### config.mk
export PLATFORM = sky130hd
export DESIGN_NAME = cnn_kernel_sched
export DESIGN_NICKNAME = d
export VERILOG_FILES = /design/src/rtl/cnn_pkg.sv /design/src/rtl/cnn_sched_ch_acc.sv /design/src/rtl/cnn_kernel_sched.sv
export SDC_FILE = /design/constraint.sdc
export NUM_CORES = 1
export LEC_CHECK = 0
export CAP_MARGIN = 10
export CORE_AREA = 2 2 428 430
export DETAILED_ROUTE_END_ITERATION = 8
export DIE_AREA = 0 0 430 432
export PLACE_DENSITY_LB_ADDON = 0.1
export SLEW_MARGIN = 30
export SYNTH_ARGS = -nofsm -noshare
export SYNTH_HDL_FRONTEND = slang
export SYNTH_HIERARCHICAL = 1
export SYNTH_SLANG_ARGS = --single-unit
### constraint.sdc
create_clock -name clk -period 32.4 [get_ports clk]
set_input_delay 9.72 -clock clk [delete_from_list [all_inputs] [get_ports clk]]
set_output_delay 9.72 -clock clk [all_outputs]
set_load 0.03 [all_outputs]
### src/rtl/cnn_pkg.sv
// cnn_pkg: shared state encoding, default geometry/widths and width helpers for the kernel scheduler
package cnn_pkg;

    typedef enum logic [1:0] {ST_IDLE, ST_ISSUE, ST_DRAIN, ST_OUT} state_e;

    localparam int KX_DEF     = 5;
    localparam int KY_DEF     = 5;
    localparam int CI_DEF     = 2;
    localparam int CO_DEF     = 4;
    localparam int I_F_BW_DEF = 8;
    localparam int W_BW_DEF   = 8;
    localparam int B_BW_DEF   = 8;
    localparam int AK_BW_DEF  = 21;

    // Channel-sum width: kernel result plus growth for CI additions plus one bit of headroom for the bias
    function automatic int acc_bw(input int ak_bw, input int ci);
        return ak_bw + $clog2(ci) + 1;
    endfunction

    // Index width that never collapses to zero bits
    function automatic int idx_bw(input int n);
        return (n > 1) ? $clog2(n) : 1;
    endfunction

endpackage

### src/rtl/cnn_sched_ch_acc.sv
// cnn_sched_ch_acc: sums CI kernel results, adds bias, optional ReLU (CNN_SCHED_RELU_EN), registers the channel result
module cnn_sched_ch_acc
    import cnn_pkg::*;
#(
    parameter int CI     = CI_DEF,
    parameter int AK_BW  = AK_BW_DEF,
    parameter int B_BW   = B_BW_DEF,
    parameter int ACC_BW = acc_bw(AK_BW_DEF, CI_DEF)
) (
    input  logic              clk,
    input  logic              reset,
    input  logic              k_valid_i,
    input  logic [AK_BW-1:0]  k_acc_i,
    input  logic [B_BW-1:0]   bias_i,
    output logic              done_o,
    output logic [ACC_BW-1:0] data_o
);

    localparam int CIW = idx_bw(CI);

    logic [ACC_BW-1:0] acc_q, acc_d, sum, res, data_q;
    logic [CIW-1:0]    rcnt_q;

    assign done_o = k_valid_i && (rcnt_q == CIW'(CI - 1));
    assign data_o = data_q;

    // Running sum with the incoming result, then bias and optional clamp for the final result
    always_comb begin
        acc_d = acc_q + {{(ACC_BW-AK_BW){k_acc_i[AK_BW-1]}}, k_acc_i};
        sum   = acc_d + {{(ACC_BW-B_BW){bias_i[B_BW-1]}}, bias_i};
`ifdef CNN_SCHED_RELU_EN
        res   = sum[ACC_BW-1] ? '0 : sum;
`else
        res   = sum;
`endif
    end

    // Results are counted, not timed: the CI-th one closes the channel and clears the sum
    always_ff @(posedge clk or posedge reset) begin
        if (reset) begin
            acc_q  <= '0;
            rcnt_q <= '0;
            data_q <= '0;
        end else if (k_valid_i) begin
            acc_q  <= done_o ? '0 : acc_d;
            rcnt_q <= done_o ? '0 : rcnt_q + 1'b1;
            if (done_o) data_q <= res;
        end
    end

endmodule

### src/rtl/cnn_kernel_sched.sv
// cnn_kernel_sched: sequences a shared KXxKY MAC kernel over CI input channels for each of CO outputs; ReLU via CNN_SCHED_RELU_EN
module cnn_kernel_sched
    import cnn_pkg::*;
#(
    parameter int KX     = KX_DEF,
    parameter int KY     = KY_DEF,
    parameter int CI     = CI_DEF,
    parameter int CO     = CO_DEF,
    parameter int I_F_BW = I_F_BW_DEF,
    parameter int W_BW   = W_BW_DEF,
    parameter int B_BW   = B_BW_DEF,
    parameter int AK_BW  = AK_BW_DEF,
    parameter int ACC_BW = acc_bw(AK_BW, CI),
    parameter int W_AW   = idx_bw(CI * CO)
) (
    input  logic                       clk,
    input  logic                       reset,
    input  logic                       i_in_valid,
    output logic                       o_in_ready,
    input  logic [CI*KX*KY*I_F_BW-1:0] i_in_fmap,
    output logic [W_AW-1:0]            o_w_addr,
    input  logic [KX*KY*W_BW-1:0]      i_w_data,
    input  logic [CO*B_BW-1:0]         i_bias,
    output logic                       o_k_valid,
    output logic [KX*KY*I_F_BW-1:0]    o_k_fmap,
    output logic [KX*KY*W_BW-1:0]      o_k_weight,
    input  logic                       i_k_valid,
    input  logic [AK_BW-1:0]           i_k_acc,
    output logic                       o_ot_valid,
    input  logic                       i_ot_ready,
    output logic [ACC_BW-1:0]          o_ot_data,
    output logic [idx_bw(CO)-1:0]      o_ot_ch,
    output logic                       o_ot_last,
    output logic                       o_busy
);

    localparam int SL  = KX * KY * I_F_BW;
    localparam int CIW = idx_bw(CI);
    localparam int COW = idx_bw(CO);

    state_e              state_q, state_d;
    logic [CI*SL-1:0]    win_q;
    logic [CIW-1:0]      ci_q, ci_d1_q;
    logic [COW-1:0]      co_q;
    logic                issue_d1_q;
    logic                ci_last, co_last, acc_en, done;

    assign ci_last    = ci_q == CIW'(CI - 1);
    assign co_last    = co_q == COW'(CO - 1);
    assign acc_en     = i_k_valid && (state_q == ST_ISSUE || state_q == ST_DRAIN);
    assign o_w_addr   = W_AW'(co_q * CI + ci_q);
    assign o_k_valid  = issue_d1_q;
    assign o_k_fmap   = win_q[ci_d1_q*SL +: SL];
    assign o_k_weight = i_w_data;
    assign o_ot_ch    = co_q;

    // State register
    always_ff @(posedge clk or posedge reset) begin
        if (reset) state_q <= ST_IDLE;
        else       state_q <= state_d;
    end

    // Next state: issue CI ops, wait for CI results, hold output until taken
    always_comb begin
        state_d = state_q;
        case (state_q)
            ST_IDLE:  if (i_in_valid) state_d = ST_ISSUE;
            ST_ISSUE: if (ci_last)    state_d = ST_DRAIN;
            ST_DRAIN: if (done)       state_d = ST_OUT;
            ST_OUT:   if (i_ot_ready) state_d = co_last ? ST_IDLE : ST_ISSUE;
            default:  state_d = ST_IDLE;
        endcase
    end

    // State-decoded handshake outputs
    always_comb begin
        o_in_ready = state_q == ST_IDLE;
        o_busy     = state_q != ST_IDLE;
        o_ot_valid = state_q == ST_OUT;
        o_ot_last  = o_ot_valid && co_last;
    end

    // Window capture and channel counters; ci rewinds on leaving ISSUE so the address stays put elsewhere
    always_ff @(posedge clk or posedge reset) begin
        if (reset) begin
            win_q <= '0;
            ci_q  <= '0;
            co_q  <= '0;
        end else begin
            if (state_q == ST_IDLE && i_in_valid) begin
                win_q <= i_in_fmap;
                co_q  <= '0;
            end
            if (state_q == ST_ISSUE) ci_q <= ci_last ? '0 : ci_q + 1'b1;
            if (state_q == ST_OUT && i_ot_ready) co_q <= co_last ? '0 : co_q + 1'b1;
        end
    end

    // One-cycle stage aligning the fmap slice with the synchronous ROM read
    always_ff @(posedge clk or posedge reset) begin
        if (reset) begin
            issue_d1_q <= 1'b0;
            ci_d1_q    <= '0;
        end else begin
            issue_d1_q <= state_q == ST_ISSUE;
            ci_d1_q    <= ci_q;
        end
    end

    cnn_sched_ch_acc #(
        .CI     (CI),
        .AK_BW  (AK_BW),
        .B_BW   (B_BW),
        .ACC_BW (ACC_BW)
    ) u_acc (
        .clk       (clk),
        .reset     (reset),
        .k_valid_i (acc_en),
        .k_acc_i   (i_k_acc),
        .bias_i    (i_bias[co_q*B_BW +: B_BW]),
        .done_o    (done),
        .data_o    (o_ot_data)
    );

endmodule

==> flow_summary.toml <==
[worst_hold_path]
hp-class = "reg -> reg"
worstHoldStart = "ci_last"
hold_path_end = "ci_d1_q"
holdPathStages = 0

[finish]
drive_gt1_share_pct = 33.2
fillers = 19700
area_delta_synth_final_pct = 44.3
multi_input_area_sq_mm = 0.00979
nets = 2957
seqCellArea_sq_mm = 0.0114

[global_route]
grt_start_max_net_pins = 87
grt_antenna_before_repair = 38
grt_pass1_wl_um = 127000
overflow = 0
grt_usage_pct = 9.51
grt_pass1_vias = 17300

[synthesis]
postSynthAreaPerCell_sq_um = 13.4
synthArstFlopShare_pct = 100
yosysSeqAreaShare_pct = 48.6
syn_inst = 1740
ys.flop_type = "dfrtp_1"
synth_edf_count = 0
ys_ff_latch = 454
synthesis.nets = 2454
synth_cell_types = 64
ys_warn_count = 6
syn_area_sq_mm = 0.0234

[clock_network]
htreeDepth = 3
numCtsBuffers = 71
clk_pin_slew_ns = 0.05
cts_resized = 0
cts_tree = "done"
clock_sinks = 454
post-cts-setup-buffers = 0
cts-hold-fix-buffers = 0
cts_max_path_buffers = 3
cts-root-buf = "clkbuf_16"
clk_latency_ns = 0.69

[sta]
slew_violations = 0
worstMarginPinSlew_ns = 0.931
setup_viol = 0
tns_ns = 0
hold_ws_ns = 0.447
hold_viol = 0
timing.slew.headroom_pct = 37.9
rsz0062_at_grt = "no"
fmax_mhz = 51.4
fin_crit_ns = 19.44
finClkSkew_ns = 0.0384
min_period_over_period_pct = 60.0

[drt]
routedWlPerCell_um = 19.2
drt_wl_total_um = 90200
drc = 0
ant_nets = 0
vias = 15700
firstDrtPassIters = 4
drt_iter0_markers = 496
vias_per_cell = 3.34

[place]
gp_congestion = 0.733
io_buffers = 690
dp_hpwl_um = 67300

[worst_setup_path]
ff2ff_path_depth = 18
r2r_slack_ns = 27.79
cp_data_required_time_ns = 22.68
r2r-end = "u_acc/data_o[21]"
cp_num_cells = 0
start_kind = "input pin"
startpoint = "i_w_data[96]"
r2r_start = "u_acc/acc_q[0]"
worstPathMaxFanout = 1
worstSetupEndpointType = "primary output"
worst_ep_arrival_time_ns = 9.72
crit_type = "in -> out"

[floorplan]
coreArea_sq_mm = 0.182
design.die.area_sq_mm = 0.186
die_h_um = 432
fp-row-count = 157
io_pins = 1091
die_w_um = 430
start_util_pct = 12.9

[power]
powerDensity_mw_per_mm2 = 117
p_leak_nw = 13.4
ir_worst_vdd_v = 0.0000477

[run]
drv_cap = 0

[outcome]
status = "finished clean"
## layout make-up
cell class	instances	area share [%]
sequential	454	33.7
multi-input combinational	988	29.0
timing repair buffer	711	21.0
tap	2385	8.85
clock buffer	101	6.05
clock inverter	26	1.10
inverter	17	0.211
antenna	14	0.104
## state kept, by name, indices dropped and copies added (netlist names)
| signal | cells |
|---|---|
| ci_d1_q | 1 |
| ci_last | 1 |
| o_k_valid | 1 |
| o_ot_ch | 2 |
| state_q | 2 |
| u_acc/acc_q | 23 |
| u_acc/data_o | 23 |
| u_acc/rcnt_q | 1 |
| win_q | 400 |
## Yosys cell counts, drive strengths merged (2+ instances only)
cell	count	area, sq um
xor2	20	175
nor2b	6	37.5
a211o	3	26.3
inv	17	63.8
a211oi	2	15.0
o21ai	32	160
and2	6	37.5
a22o	17	149
nand3	12	60.1
or4	2	18.8
nand2b	8	50.1
dfrtp	454	11400
ha	54	676
nor3	12	60.1
a2111oi	3	38.8
and3	4	25.0
fa	2	40.0
nand2	41	159
a31o	2	17.5
mux2	603	6790
nand4	3	18.8
nor2	29	109
a21oi	38	198
buf	272	2140
o31ai	6	45.0
o211ai	3	27.5
a21o	16	120
or3	2	12.5
mux2i	2	20.0
xnor2	18	165
a31oi	7	73.8
clkbuf	9	43.8
o21a	5	37.5
o2bb2ai	3	26.3
o21bai	5	41.3
mux4	8	180
## layout by cell type, fill, tap and decap left out, types with 3 or more instances in the layout
cell type,n
buf_4,19
o2bb2ai_1,3
a21o_1,16
clkbuf_16,72
o21bai_1,4
bufinv_16,5
xnor2_1,17
nand2b_1,8
nand3_1,12
nand2_1,39
o21ai_1,15
a21oi_1,36
nor3_1,12
mux4_2,8
inv_1,15
ha_1,54
and3_1,4
dfrtp_1,453
clkbuf_8,13
o21a_1,5
mux2_2,603
diode_2,14
o31ai_1,6
clkinv_2,11
nor2_1,29
o21ai_0,17
clkdlybuf4s50_1,690
a211o_1,3
nor2b_1,6
a31oi_1,5
nand4_1,3
and2_1,6
xor2_1,20
a22o_1,17
clkbuf_1,16
## per-layer routing
layer	track usage, %	up-vias	part of all wire [%]
met1	9.27	7816	35
met5	0	-	0.20
met4	3.84	30	3.5
li1	-	7027	-
met3	4.03	233	8.6
met2	17.6	559	53
## logic make-up (layout without fill, tap and decap cells)
family | Yosys count | after routing | share of synthesized area (%)
xor gates and xnor gates | 39 | 39 | 1.55
muxes | 613 | 613 | 29.9
buffers and inverters | 298 | 855 | 9.60
adders and majority gates | 56 | 56 | 3.06
DFF | 454 | 454 | 48.6
other | 0 | 14 | 0
AOI/OAI and AO/OA | 151 | 151 | 4.61
and+or+nand+nor | 129 | 129 | 2.68
## through the flow
step           power, mW  area, sq um  utilization, %  setup slack, ns  cells
5_1_grt             4.20        33700            18.5            12.96   4683
3_3_place_gp        3.18        31300            17.2            12.96   4555
6_report            3.94        33700            18.6            12.96   4696
3_5_place_dp        3.19        31300            17.2            12.96   4555
2_1_floorplan       2.44        23400               -            11.36   1740
4_1_cts             4.05        33700            18.5            12.96   4682
## power breakdown
| part | internal, mW | leakage [nW] | switching (mW) |
|---|---|---|---|
| clock network | 0.483 | 1.18 | 0.320 |
| registers | 0.857 | 5.40 | 0.153 |
| logic | 1.00 | 6.78 | 1.12 |
## worst max-delay path by stage
stage | end | slack [ns]
floorplan | ci_d1_q | 11.36
global placement | o_k_weight[142] | 12.96
detailed placement | o_k_weight[142] | 12.96
CTS | o_k_weight[142] | 12.96
global route | o_k_weight[142] | 12.96
finish | o_k_weight[96] | 12.96
## worst reg2reg max path: cells and delay by family, from the launching register on
kind	cells	cell delay, ns
and+or+nand+nor	3	0.95
adders and majority gates	3	0.99
DFF	1	0.38
AOI/OAI and AO/OA	10	1.81
xor gates and xnor gates	2	0.35
(Power assumes the default switching activity.)
